--- src/rtl/protocol_framer.sv ---
// Response frame builder feeding a UART transmitter: AA 55 CMD LEN_H LEN_L payload [CSUM].
// Define PROTOCOL_FRAMER_CHECKSUM_EN to append the trailing checksum byte.
module protocol_framer #(
    parameter int MAX_PAYLOAD_LEN    = 256,
    parameter int PAYLOAD_ADDR_WIDTH = $clog2(MAX_PAYLOAD_LEN)
) (
    input  logic                          clk,
    input  logic                          rst_n,
    input  logic                          send_start,
    input  logic [7:0]                    cmd_in,
    input  logic [15:0]                   len_in,
    output logic [PAYLOAD_ADDR_WIDTH-1:0] payload_read_addr,
    input  logic [7:0]                    payload_read_data,
    output logic [7:0]                    tx_data_out,
    output logic                          tx_start,
    input  logic                          tx_busy,
    output logic                          busy,
    output logic                          done,
    output logic                          error
);

    localparam int          IDX_W   = PAYLOAD_ADDR_WIDTH + 1;
    localparam logic [15:0] MAX_LEN = 16'(MAX_PAYLOAD_LEN);

    typedef enum logic [2:0] {
        IDLE, FETCH, FETCH_WAIT, LOAD, START, WAIT_ACK, WAIT_IDLE, FINISH
    } state_t;

    typedef enum logic [2:0] {
        HDR0, HDR1, CMD, LEN_H, LEN_L, PAYLOAD, CSUM
    } field_t;

    state_t           state;
    state_t           next_state;
    field_t           field;
    logic [IDX_W-1:0] index;
    logic [7:0]       cmd_latched;
    logic [15:0]      len_latched;
    logic [7:0]       sel_byte;
    logic             accept;
    logic             reject;
    logic             payload_end;
    logic             last_byte;
    logic             byte_sent;
`ifdef PROTOCOL_FRAMER_CHECKSUM_EN
    logic [7:0]       csum;
`endif

    assign accept      = (state == IDLE) && send_start && (len_in <= MAX_LEN);
    assign reject      = (state == IDLE) && send_start && (len_in > MAX_LEN);
    assign payload_end = (16'(index) + 16'd1) == len_latched;
    assign byte_sent   = (state == WAIT_IDLE) && !tx_busy;

`ifdef PROTOCOL_FRAMER_CHECKSUM_EN
    assign last_byte = (field == CSUM);
`else
    assign last_byte = ((field == LEN_L) && (len_latched == 16'd0)) ||
                       ((field == PAYLOAD) && payload_end);
`endif

    always_comb begin
        sel_byte = 8'h00;
        case (field)
            HDR0:    sel_byte = 8'hAA;
            HDR1:    sel_byte = 8'h55;
            CMD:     sel_byte = cmd_latched;
            LEN_H:   sel_byte = len_latched[15:8];
            LEN_L:   sel_byte = len_latched[7:0];
            PAYLOAD: sel_byte = payload_read_data;
`ifdef PROTOCOL_FRAMER_CHECKSUM_EN
            CSUM:    sel_byte = csum;
`endif
            default: sel_byte = 8'h00;
        endcase
    end

    always_ff @(posedge clk or negedge rst_n) begin
        if (!rst_n) state <= IDLE;
        else        state <= next_state;
    end

    always_comb begin
        next_state = state;
        case (state)
            IDLE:       if (accept) next_state = FETCH;
            FETCH:      next_state = (field == PAYLOAD) ? FETCH_WAIT : LOAD;
            FETCH_WAIT: next_state = LOAD;
            LOAD:       next_state = START;
            START:      if (!tx_busy) next_state = WAIT_ACK;
            WAIT_ACK:   if (tx_busy) next_state = WAIT_IDLE;
            WAIT_IDLE:  if (!tx_busy) next_state = last_byte ? FINISH : FETCH;
            FINISH:     next_state = IDLE;
            default:    next_state = IDLE;
        endcase
    end

    always_comb begin
        busy = (state != IDLE) && (state != FINISH);
        done = (state == FINISH);
    end

    // The payload address is registered in FETCH so the synchronous buffer has its data ready by LOAD.
    always_ff @(posedge clk or negedge rst_n) begin
        if (!rst_n) begin
            field             <= HDR0;
            index             <= '0;
            cmd_latched       <= 8'h00;
            len_latched       <= 16'h0000;
            tx_data_out       <= 8'h00;
            tx_start          <= 1'b0;
            payload_read_addr <= '0;
            error             <= 1'b0;
`ifdef PROTOCOL_FRAMER_CHECKSUM_EN
            csum              <= 8'h00;
`endif
        end else begin
            tx_start <= (state == START) && !tx_busy;
            error    <= reject;
            if (accept) begin
                cmd_latched <= cmd_in;
                len_latched <= len_in;
                field       <= HDR0;
                index       <= '0;
`ifdef PROTOCOL_FRAMER_CHECKSUM_EN
                csum        <= 8'h00;
`endif
            end
            if ((state == FETCH) && (field == PAYLOAD))
                payload_read_addr <= index[PAYLOAD_ADDR_WIDTH-1:0];
            if (state == LOAD) begin
                tx_data_out <= sel_byte;
`ifdef PROTOCOL_FRAMER_CHECKSUM_EN
                if ((field == CMD) || (field == LEN_H) || (field == LEN_L) || (field == PAYLOAD))
                    csum <= csum + sel_byte;
`endif
            end
            if (byte_sent && !last_byte) begin
                case (field)
                    HDR0:    field <= HDR1;
                    HDR1:    field <= CMD;
                    CMD:     field <= LEN_H;
                    LEN_H:   field <= LEN_L;
                    LEN_L:   field <= (len_latched == 16'd0) ? CSUM : PAYLOAD;
                    PAYLOAD: begin
                        if (payload_end) field <= CSUM;
                        else             index <= index + IDX_W'(1);
                    end
                    default: field <= HDR0;
                endcase
            end
        end
    end

endmodule

--- config.mk ---
export PLATFORM = sky130hd
export DESIGN_NAME = protocol_framer
export DESIGN_NICKNAME = d
export VERILOG_FILES = /design/src/rtl/protocol_framer.sv
export SDC_FILE = /design/constraint.sdc
export NUM_CORES = 1
export LEC_CHECK = 0
export CORE_MARGIN = 2
export CORE_UTILIZATION = 55
export DETAILED_ROUTE_END_ITERATION = 8
export GPL_TIMING_DRIVEN = 0
export PLACE_DENSITY = 0.86
export RECOVER_POWER = 100
export SETUP_SLACK_MARGIN = 0.3
export SLEW_MARGIN = 20
export SYNTH_ARGS = -nofsm -noshare
export SYNTH_HDL_FRONTEND = slang
export SYNTH_SLANG_ARGS = --single-unit
--- constraint.sdc ---
create_clock -name clk -period 3.57 [get_ports clk]
set_input_delay 0.357 -clock clk [delete_from_list [all_inputs] [get_ports clk]]
set_output_delay 0.357 -clock clk [all_outputs]
set_load 0.005 [all_outputs]
==> flow_metrics.tcl, run 1 <==
set metrics [dict create \
    rsz0062_at_grt "false" \
    synth-simple-area-share_pct 23.4 \
    die_y_um 78.2 \
    grt_pass1_wl_um 12900 \
    post-route-period-util_pct 75.1 \
    synth_flop_cell "dfrtp_1" \
    synth_nets 365 \
    yosys.area.top_type_share_pct 47.1 \
    clkTransAtPathRegs_ns 0.06 \
    hold_path.class "in2async" \
    clkSinkCount 57 \
    nFillCells 427 \
    max_freq_mhz 373 \
    grt.total_usage_pct 27.8 \
    cts-buffers-inserted 9 \
    cts_tree "built" \
    power_density_nw_per_um2 551 \
    r2r_slack_ns 0.89 \
    htree_levels 3 \
    cts_root_buffer "clkbuf_8" \
    synth_top_family_by_area "simple AND/OR/NAND/NOR gates" \
    boundaryPins 56 \
    yosys.area.top_type "dfrtp_1" \
    dr_total_vias 2770 \
    setup_ws_ns 0.888 \
    synth-compound-area-share_pct 16.9 \
    hold_buffers 0 \
    synth_async_sr_flop_share_pct 100 \
    cts_setup_buffers 0 \
    register_area_sq_um 1430 \
    worst_setup_path_end_kind "flip-flop" \
    synthTopCellsByCount "nand2_1, dfrtp_1, nor2_1, o21ai_0, a21oi_1" \
    fin_tns_setup_ns 0 \
    clock_latency_ns 0.35 \
    syn_avg_cell_area_sq_um 9.24 \
    grt_overflow_total 0 \
    crit_type "reg2reg" \
    ys_types 52 \
    yosys.area_share.xor_xnor_pct 4.17 \
    cp.required_ns 3.86 \
    cp.arrival_ns 2.97 \
    hold_slack_ns 0.0519 \
    clock_skew_ns 0.00565 \
    synth_mux_area_share_pct 4.38 \
    antenna_found_initial 0 \
    tightest_slew_ns 0.704 \
    grt_max_degree 58 \
    place_hpwl_um 5540 \
    pre_cts_ws_ns 0.846 \
    yosysSeqAreaShare_pct 47.1 \
    hold_violations 0 \
    drc 0 \
    p_leak_nw 1.81 \
    syn-cell-area_sq_um 3030 \
    synthTopCellsByArea "dfrtp_1, nand2_1, mux2_2" \
    maxSlewViolCount 0 \
    nNetsFinal 431 \
    grt_pass1_vias 2713 \
    n_antenna_cell 0 \
    start_kind "flip-flop" \
    synthAdderAreaFrac_pct 0.413 \
    outcome "complete, no violations" \
    post_cts_resized 0 \
    synth_enable_flop_cells 0 \
    ir_drop_v 0.000324 \
    drt_pre_antenna_iters 6 \
    ant_nets 0 \
    vias_per_cell 5.88 \
    relSlewSlack_pct 53.0 \
    initialDrtViolationCount 152 \
    synth_cells 328 \
    die_w_um 78.2 \
    core_area_sq_um 5410 \
    port_buffers 55 \
    cap_violations 0 \
    num_rows 27 \
    ys_seq_elements 57 \
    period_needed_ns 2.68 \
    multi_input_area_sq_um 1470 \
    ctsLongestPathBuffers 2 \
    gp_congestion 0.903 \
    path_max_fanout 7 \
    setup_viol_count_final 0 \
    initial_core_util_pct 56.0 \
    routedWlPerCell_um 16.3 \
    ys_warn_count 0 \
    drive_above_1_share_pct 10.0 \
    drt-total-wl_um 7670 \
    yosysMostFrequentCell "nand2_1" \
    fp.dieArea_sq_um 6120 \
    area_growth_pct 28.0 \
]
[path summary, 6_finish.rpt]
| kind | from | endpoint | cells past startpoint |
|---|---|---|---|
| max in group asynchronous | rst_n | index[5] | 1 |
| min in group clk | tx_data_out[6] | tx_data_out[6] | 1 |
| hold reg to reg | tx_data_out[6] | tx_data_out[6] | 1 |
| setup / recovery | index[0] | index[0] | 7 |
| hold / removal | rst_n | index[0] | 1 |
| setup reg to reg | index[0] | index[0] | 7 |
[kinds of logic after synthesis]
| logic type | after synthesis |
|---|---|
| mux | 12 |
| flops | 57 |
| compound gates | 71 |
| fa+ha+maj | 1 |
| buf+inv | 27 |
| simple gates | 148 |
| xor+xnor | 12 |
[area by class of cell]
type	instances	share of cell area, %
Multi-Input combinational cell	244	38.0
Sequential cell	57	36.8
Timing Repair Buffer	55	14.1
Clock buffer	11	3.90
Tap cell	72	2.32
Clock inverter	5	2.00
Buffer	18	2.00
Inverter	9	0.871
[cell usage in the layout, fill, tap and decap left out, types with 11 or more instances in the layout]
master,Yosys,final
dfrtp_1,57,57
dlygate4sd3_1,0,22
clkdlybuf4s50_1,0,32
nand2_1,71,71
o21ai_0,19,19
clkbuf_1,13,13
a21oi_1,15,16
clkbuf_8,0,11
nand3_1,13,13
nor2_1,19,19
[sequential cells by signal, indices dropped and copies added (netlist names)]
register	cells
payload_read_addr	8
cmd_latched	8
len_latched	16
tx_start	1
tx_data_out	8
field	3
error	1
state	3
index	9
[critical path, stage by stage (launching register included)]
cell and delay [ns]:
dfrtp_1 0.46, ha_1 0.35, nand2_1 0.11, or2_0 0.30
a2111oi_4 0.35, o2111ai_1 0.24, a21oi_1 0.54, mux2_2 0.26
[routing by layer]
metal / up-vias / track usage, % / part of all wire [%]
li1: 1290 / - / -
met1: 1336 / 32.4 / 39
met2: 114 / 47.2 / 51
met3: 30 / 4.60 / 5.7
met4: 0 / 18.1 / 4.0
met5: - / 0 / 0
[per-stage QoR]
stage / total power [mW] / util [%] / area (sq um) / cells
2_1_floorplan: 1.19 / - / 3030 / 328
3_3_place_gp: 1.46 / 67.9 / 3670 / 455
3_5_place_dp: 1.47 / 67.8 / 3670 / 455
4_1_cts: 2.17 / 72.1 / 3900 / 471
5_1_grt: 2.26 / 71.7 / 3880 / 471
6_report: 2.14 / 71.7 / 3880 / 471
[where the power goes]
group / internal, mW / switching (mW) / leakage, nW / total [mW]
sequential: 0.735 / 0.0646 / 0.754 / 0.800
clock: 0.428 / 0.262 / 0.115 / 0.690
combinational: 0.295 / 0.353 / 0.939 / 0.648
No activity file was read; power rests on OpenSTA's default activity.
==> run 2, diff against run 1 <==
- CORE_UTILIZATION: 55 -> 47
- PLACE_DENSITY: 0.86 -> 0.79
- clock period: 3.57 -> 2.39 ns (I/O delays scaled with it)
==> flow_metrics.tcl, run 2 (synthesized netlist as in run 1, its figures left out) <==
set metrics [dict create \
    gr-usage-met2_pct 38.6 \
    grt_pass1_vias 2681 \
    cts_root_buffer "clkbuf_8" \
    path_max_fanout 7 \
    ctsLongestPathBuffers 2 \
    vias_per_cell 5.71 \
    area_growth_pct 36.7 \
    clkTransAtPathRegs_ns 0.07 \
    relSlewSlack_pct 7.70 \
    outcome "complete, no violations" \
    hold_violations 0 \
    drive_above_1_share_pct 17.6 \
    grt_max_degree 58 \
    start_kind "flip-flop" \
    nNetsFinal 446 \
    cp.required_ns 2.61 \
    largest_reg_flops 16 \
    boundaryPins 56 \
    core_area_sq_um 6280 \
    post-route-period-util_pct 90.6 \
    max_freq_mhz 462 \
    fp.dieArea_sq_um 7100 \
    clock_skew_ns 0.00927 \
    cts_tree "built" \
    reg_top3 "len_latched (16), index (9)" \
    drt-total-wl_um 8070 \
    initialDrtViolationCount 203 \
    power_mw 3.25 \
    cp.arrival_ns 2.39 \
    die_y_um 84.3 \
    maxSlewViolCount 0 \
    power.net_switching_mw 1.04 \
    drt_pre_antenna_iters 5 \
    grt_busiest_layer "met2" \
    layout_common_cells "nand2_1, dfrtp_1, clkdlybuf4s50_1, dlygate4sd3_1, o21ai_0" \
    pwr-share-clk_pct 31.9 \
    grt_overflow_total 0 \
    num_rows 29 \
    grt_pass1_wl_um 13100 \
    r2r_cells 7 \
    combPwrFrac_pct 31.3 \
    p_int_mw 2.21 \
    port_buffers 55 \
    use_met1_pct 29.3 \
    cap_violations 0 \
    grt.total_usage_pct 23.7 \
    die_w_um 84.3 \
    ir_drop_v 0.000530 \
    gp_congestion 0.878 \
    power_density_nw_per_um2 785 \
    antenna_found_initial 0 \
    drc 0 \
    initial_core_util_pct 48.3 \
    cts-buffers-inserted 9 \
    worst_setup_path_end_kind "flip-flop" \
    clkSinkCount 57 \
    hold-path-cell-count 3 \
    period_needed_ns 2.17 \
    p_leak_nw 1.94 \
    crit_type "reg2reg" \
    clock_latency_ns 0.35 \
    sequentialPowerShare_pct 36.8 \
    ant_nets 0 \
    setup_viol_count_final 0 \
    max_flop_register "len_latched" \
    final_common_cell "nand2_1" \
    swShare_pct 32.0 \
    rsz0062_at_grt "true" \
    hold_path.class "in2reg" \
    htree_levels 3 \
    tightest_slew_ns 1.38 \
    grt_util_met3_pct 5.31 \
    fin_tns_setup_ns 0 \
    place_hpwl_um 5460 \
    n_antenna_cell 0 \
    dr_total_vias 2806 \
    routedWlPerCell_um 16.4 \
]
## run 2: cell types whose count changed in the layout (fill, tap and decap cells not counted), moves of 3 or more
cell,delta
clkdlybuf4s50_1,+3
buf_4,+11
buf_6,+3
dfrtp_2,+3
dfrtp_1,-3
## run 2: path summary, 6_finish.rpt
check,slack [ns],startpoint,endpoint
max,0.22,index[0],index[5]
min,0.41,cmd_in[3],cmd_latched[3]
max reg2reg,0.22,index[0],index[5]
min reg2reg,0.48,tx_data_out[0],tx_data_out[0]
max in group asynchronous,0.72,rst_n,index[1]
min in group asynchronous,0.76,rst_n,payload_read_addr[2]
## run 2: repair_timing
action / in CTS / in global routing
resized for setup: 17 / 14
endpoints found under the hold margin: 57 / 0
pin swaps: 13 / 6
setup buffers: 13 / 1
cloned: 0 / 0
hold buffers: 1 / 0
endpoints found under the setup margin: 27 / 36
## run 2: worst max-delay path, cell delays in order (launching register included)
cell       delay (ns)
dfrtp_2          0.42
ha_4             0.21
nand2_4          0.06
or2_4            0.26
a2111oi_4        0.36
o2111a_4         0.35
nor2_4           0.08
a221o_1          0.31
## run 2: per-stage QoR
step | hold slack [ns] | setup WS [ns] | instances | instance area [sq um] | util, %
6_report | 0.410 | 0.225 | 491 | 4140 | 66.0
5_1_grt | 0.423 | 0.0800 | 491 | 4140 | 66.0
4_1_cts | 0.411 | 0.273 | 490 | 4100 | 65.3
3_5_place_dp | 0.336 | -0.164 | 460 | 3690 | 58.7
3_3_place_gp | 0.464 | -0.849 | 460 | 3690 | 58.8
2_1_floorplan | -0.0566 | 0.301 | 328 | 3040 | -
## run 2: power groups by stage
stage	sequential, mW	clock [mW]	combinational (mW)
6_report	1.20	1.04	1.02
5_1_grt	1.22	1.10	1.12
4_1_cts	1.20	1.05	1.02
3_5_place_dp	1.21	0	0.980
3_3_place_gp	1.21	0	0.962
2_1_floorplan	1.20	0	0.583
## run 2: layout make-up
cell class / instances / area [sq um]
inverter: 9 / 33.8
clock buffer: 11 / 151
timing repair buffer: 70 / 661
tap: 77 / 96.3
multi-input combinational: 244 / 1600
fill: 506 / 2140
clock inverter: 5 / 77.6
sequential: 57 / 1430
buffer: 18 / 91.3
## run 2: layer usage
layer	vias up	routed length (um)
li1	1318	-
met2	125	4050
met3	20	500
met5	-	0
met4	0	249
met1	1343	3270
==> run 3, diff against run 2 <==
- CORE_ASPECT_RATIO: not set -> 2
==> flow_metrics.tcl, run 3 (synthesized netlist as in run 1, its figures left out) <==
set metrics [dict create \
    area_growth_pct 37.2 \
    start_kind "flip-flop" \
    cp.required_ns 2.60 \
    fp.dieArea_sq_um 7140 \
    dr_total_vias 2821 \
    clock_skew_ns 0.00579 \
    num_rows 41 \
    cts-buffers-inserted 9 \
    place_hpwl_um 6060 \
    final_common_cell "nand2_1" \
    fin_tns_setup_ns 0 \
    power_mw 3.36 \
    path_max_fanout 7 \
    ctsLongestPathBuffers 2 \
    crit_type "reg2reg" \
    drt_pre_antenna_iters 4 \
    max_flop_register "len_latched" \
    die_y_um 118 \
    clkTransAtPathRegs_ns 0.05 \
    rsz0062_at_grt "true" \
    htree_levels 3 \
    nNetsFinal 443 \
    hold_violations 0 \
    max_freq_mhz 441 \
    grt_pass1_vias 2996 \
    boundaryPins 56 \
    core_area_sq_um 6260 \
    ant_nets 0 \
    drc 0 \
    fin_cells 494 \
    clkSinkCount 57 \
    tightest_slew_ns 1.42 \
    setup_viol_count_final 0 \
    antenna_found_initial 0 \
    relSlewSlack_pct 5.55 \
    hold_path.class "in2reg" \
    cts_tree "built" \
    p_leak_nw 1.94 \
    grt_overflow_total 0 \
    r2r_cells 7 \
    clock_latency_ns 0.33 \
    initial_core_util_pct 48.4 \
    die_w_um 60.8 \
    dp.cells 469 \
    outcome "complete, no violations" \
    reg_top3 "len_latched (16), index (9)" \
    worst_setup_path_end_kind "flip-flop" \
    gp_congestion 0.938 \
    post-route-period-util_pct 94.9 \
    routedWlPerCell_um 17.2 \
    port_buffers 55 \
    drt-total-wl_um 8490 \
    period_needed_ns 2.27 \
    layout_common_cells "nand2_1, dfrtp_1, clkdlybuf4s50_1, dlygate4sd3_1, o21ai_0" \
    vias_per_cell 5.71 \
    n_antenna_cell 0 \
    grt.total_usage_pct 26.8 \
    grt_pass1_wl_um 14000 \
    hold_slack_ns 0.438 \
    cap_violations 0 \
    ir_drop_v 0.000569 \
    drive_above_1_share_pct 17.6 \
    power_density_nw_per_um2 807 \
    largest_reg_flops 16 \
    initialDrtViolationCount 184 \
    hold-path-cell-count 3 \
    cp.arrival_ns 2.47 \
    cts_root_buffer "clkbuf_16" \
    maxSlewViolCount 0 \
    grt_max_degree 58 \
]
-- run 3: timing repair --
| item | CTS | global route |
|---|---|---|
| setup buffers | 10 | 1 |
| endpoints found under the hold margin | 47 | 0 |
| hold buffers | 1 | 0 |
| endpoints found under the setup margin | 34 | 32 |
| resized for setup | 27 | 10 |
| pin swaps | 11 | 4 |
-- run 3: final cells by class --
| type | count | area (sq um) |
|---|---|---|
| fillers | 512 | 2100 |
| multi-input cells | 244 | 1600 |
| inverters | 9 | 33.8 |
| well taps | 86 | 108 |
| repair buffers | 67 | 642 |
| clock buffers | 12 | 246 |
| plain buffers | 18 | 92.6 |
| flip-flops and latches | 57 | 1430 |
| clock inverters | 1 | 5.00 |
-- run 3: path summary, 6_finish.rpt --
check	endpoint	from	slack, ns
worst max-delay path	index[6]	index[0]	0.12
worst min-delay path	cmd_latched[5]	cmd_in[5]	0.44
worst max register to register	index[6]	index[0]	0.12
worst min register to register	cmd_latched[4]	cmd_latched[4]	0.47
max in group asynchronous	index[6]	rst_n	0.66
min in group asynchronous	state[0]	rst_n	0.77
-- run 3: per-layer routing --
| metal | vias to the layer above | global-route usage [%] | share of wire (%) |
|---|---|---|---|
| met5 | - | 0 | 0 |
| met4 | 0 | 20.1 | 7.0 |
| met3 | 55 | 5.71 | 4.5 |
| met2 | 125 | 44.2 | 54 |
| met1 | 1332 | 27.9 | 34 |
| li1 | 1309 | - | - |
-- run 3: per-stage QoR --
step           utilization, %  setup WS, ns  cell area [sq um]
3_5_place_dp             59.1        -0.241               3700
2_1_floorplan               -         0.301               3040
6_report                 66.4         0.123               4160
3_3_place_gp             59.1        -0.860               3700
4_1_cts                  66.3         0.266               4150
5_1_grt                  66.4        0.0433               4160
-- run 3: worst max-delay path, stage by stage, from the launching register on --
cell and delay, ns:
dfrtp_2 0.41, ha_4 0.20, nand2_2 0.08, or2_4 0.26, a2111oi_2 0.39, o2111a_4 0.35
nor2_2 0.12, a221o_1 0.34
-- run 3: power by group --
group	leakage (nW)	internal, mW	switching (mW)	total (mW)
Clock	0.124	0.707	0.402	1.11
Sequential	0.751	1.10	0.104	1.21
Combinational	1.06	0.474	0.567	1.04
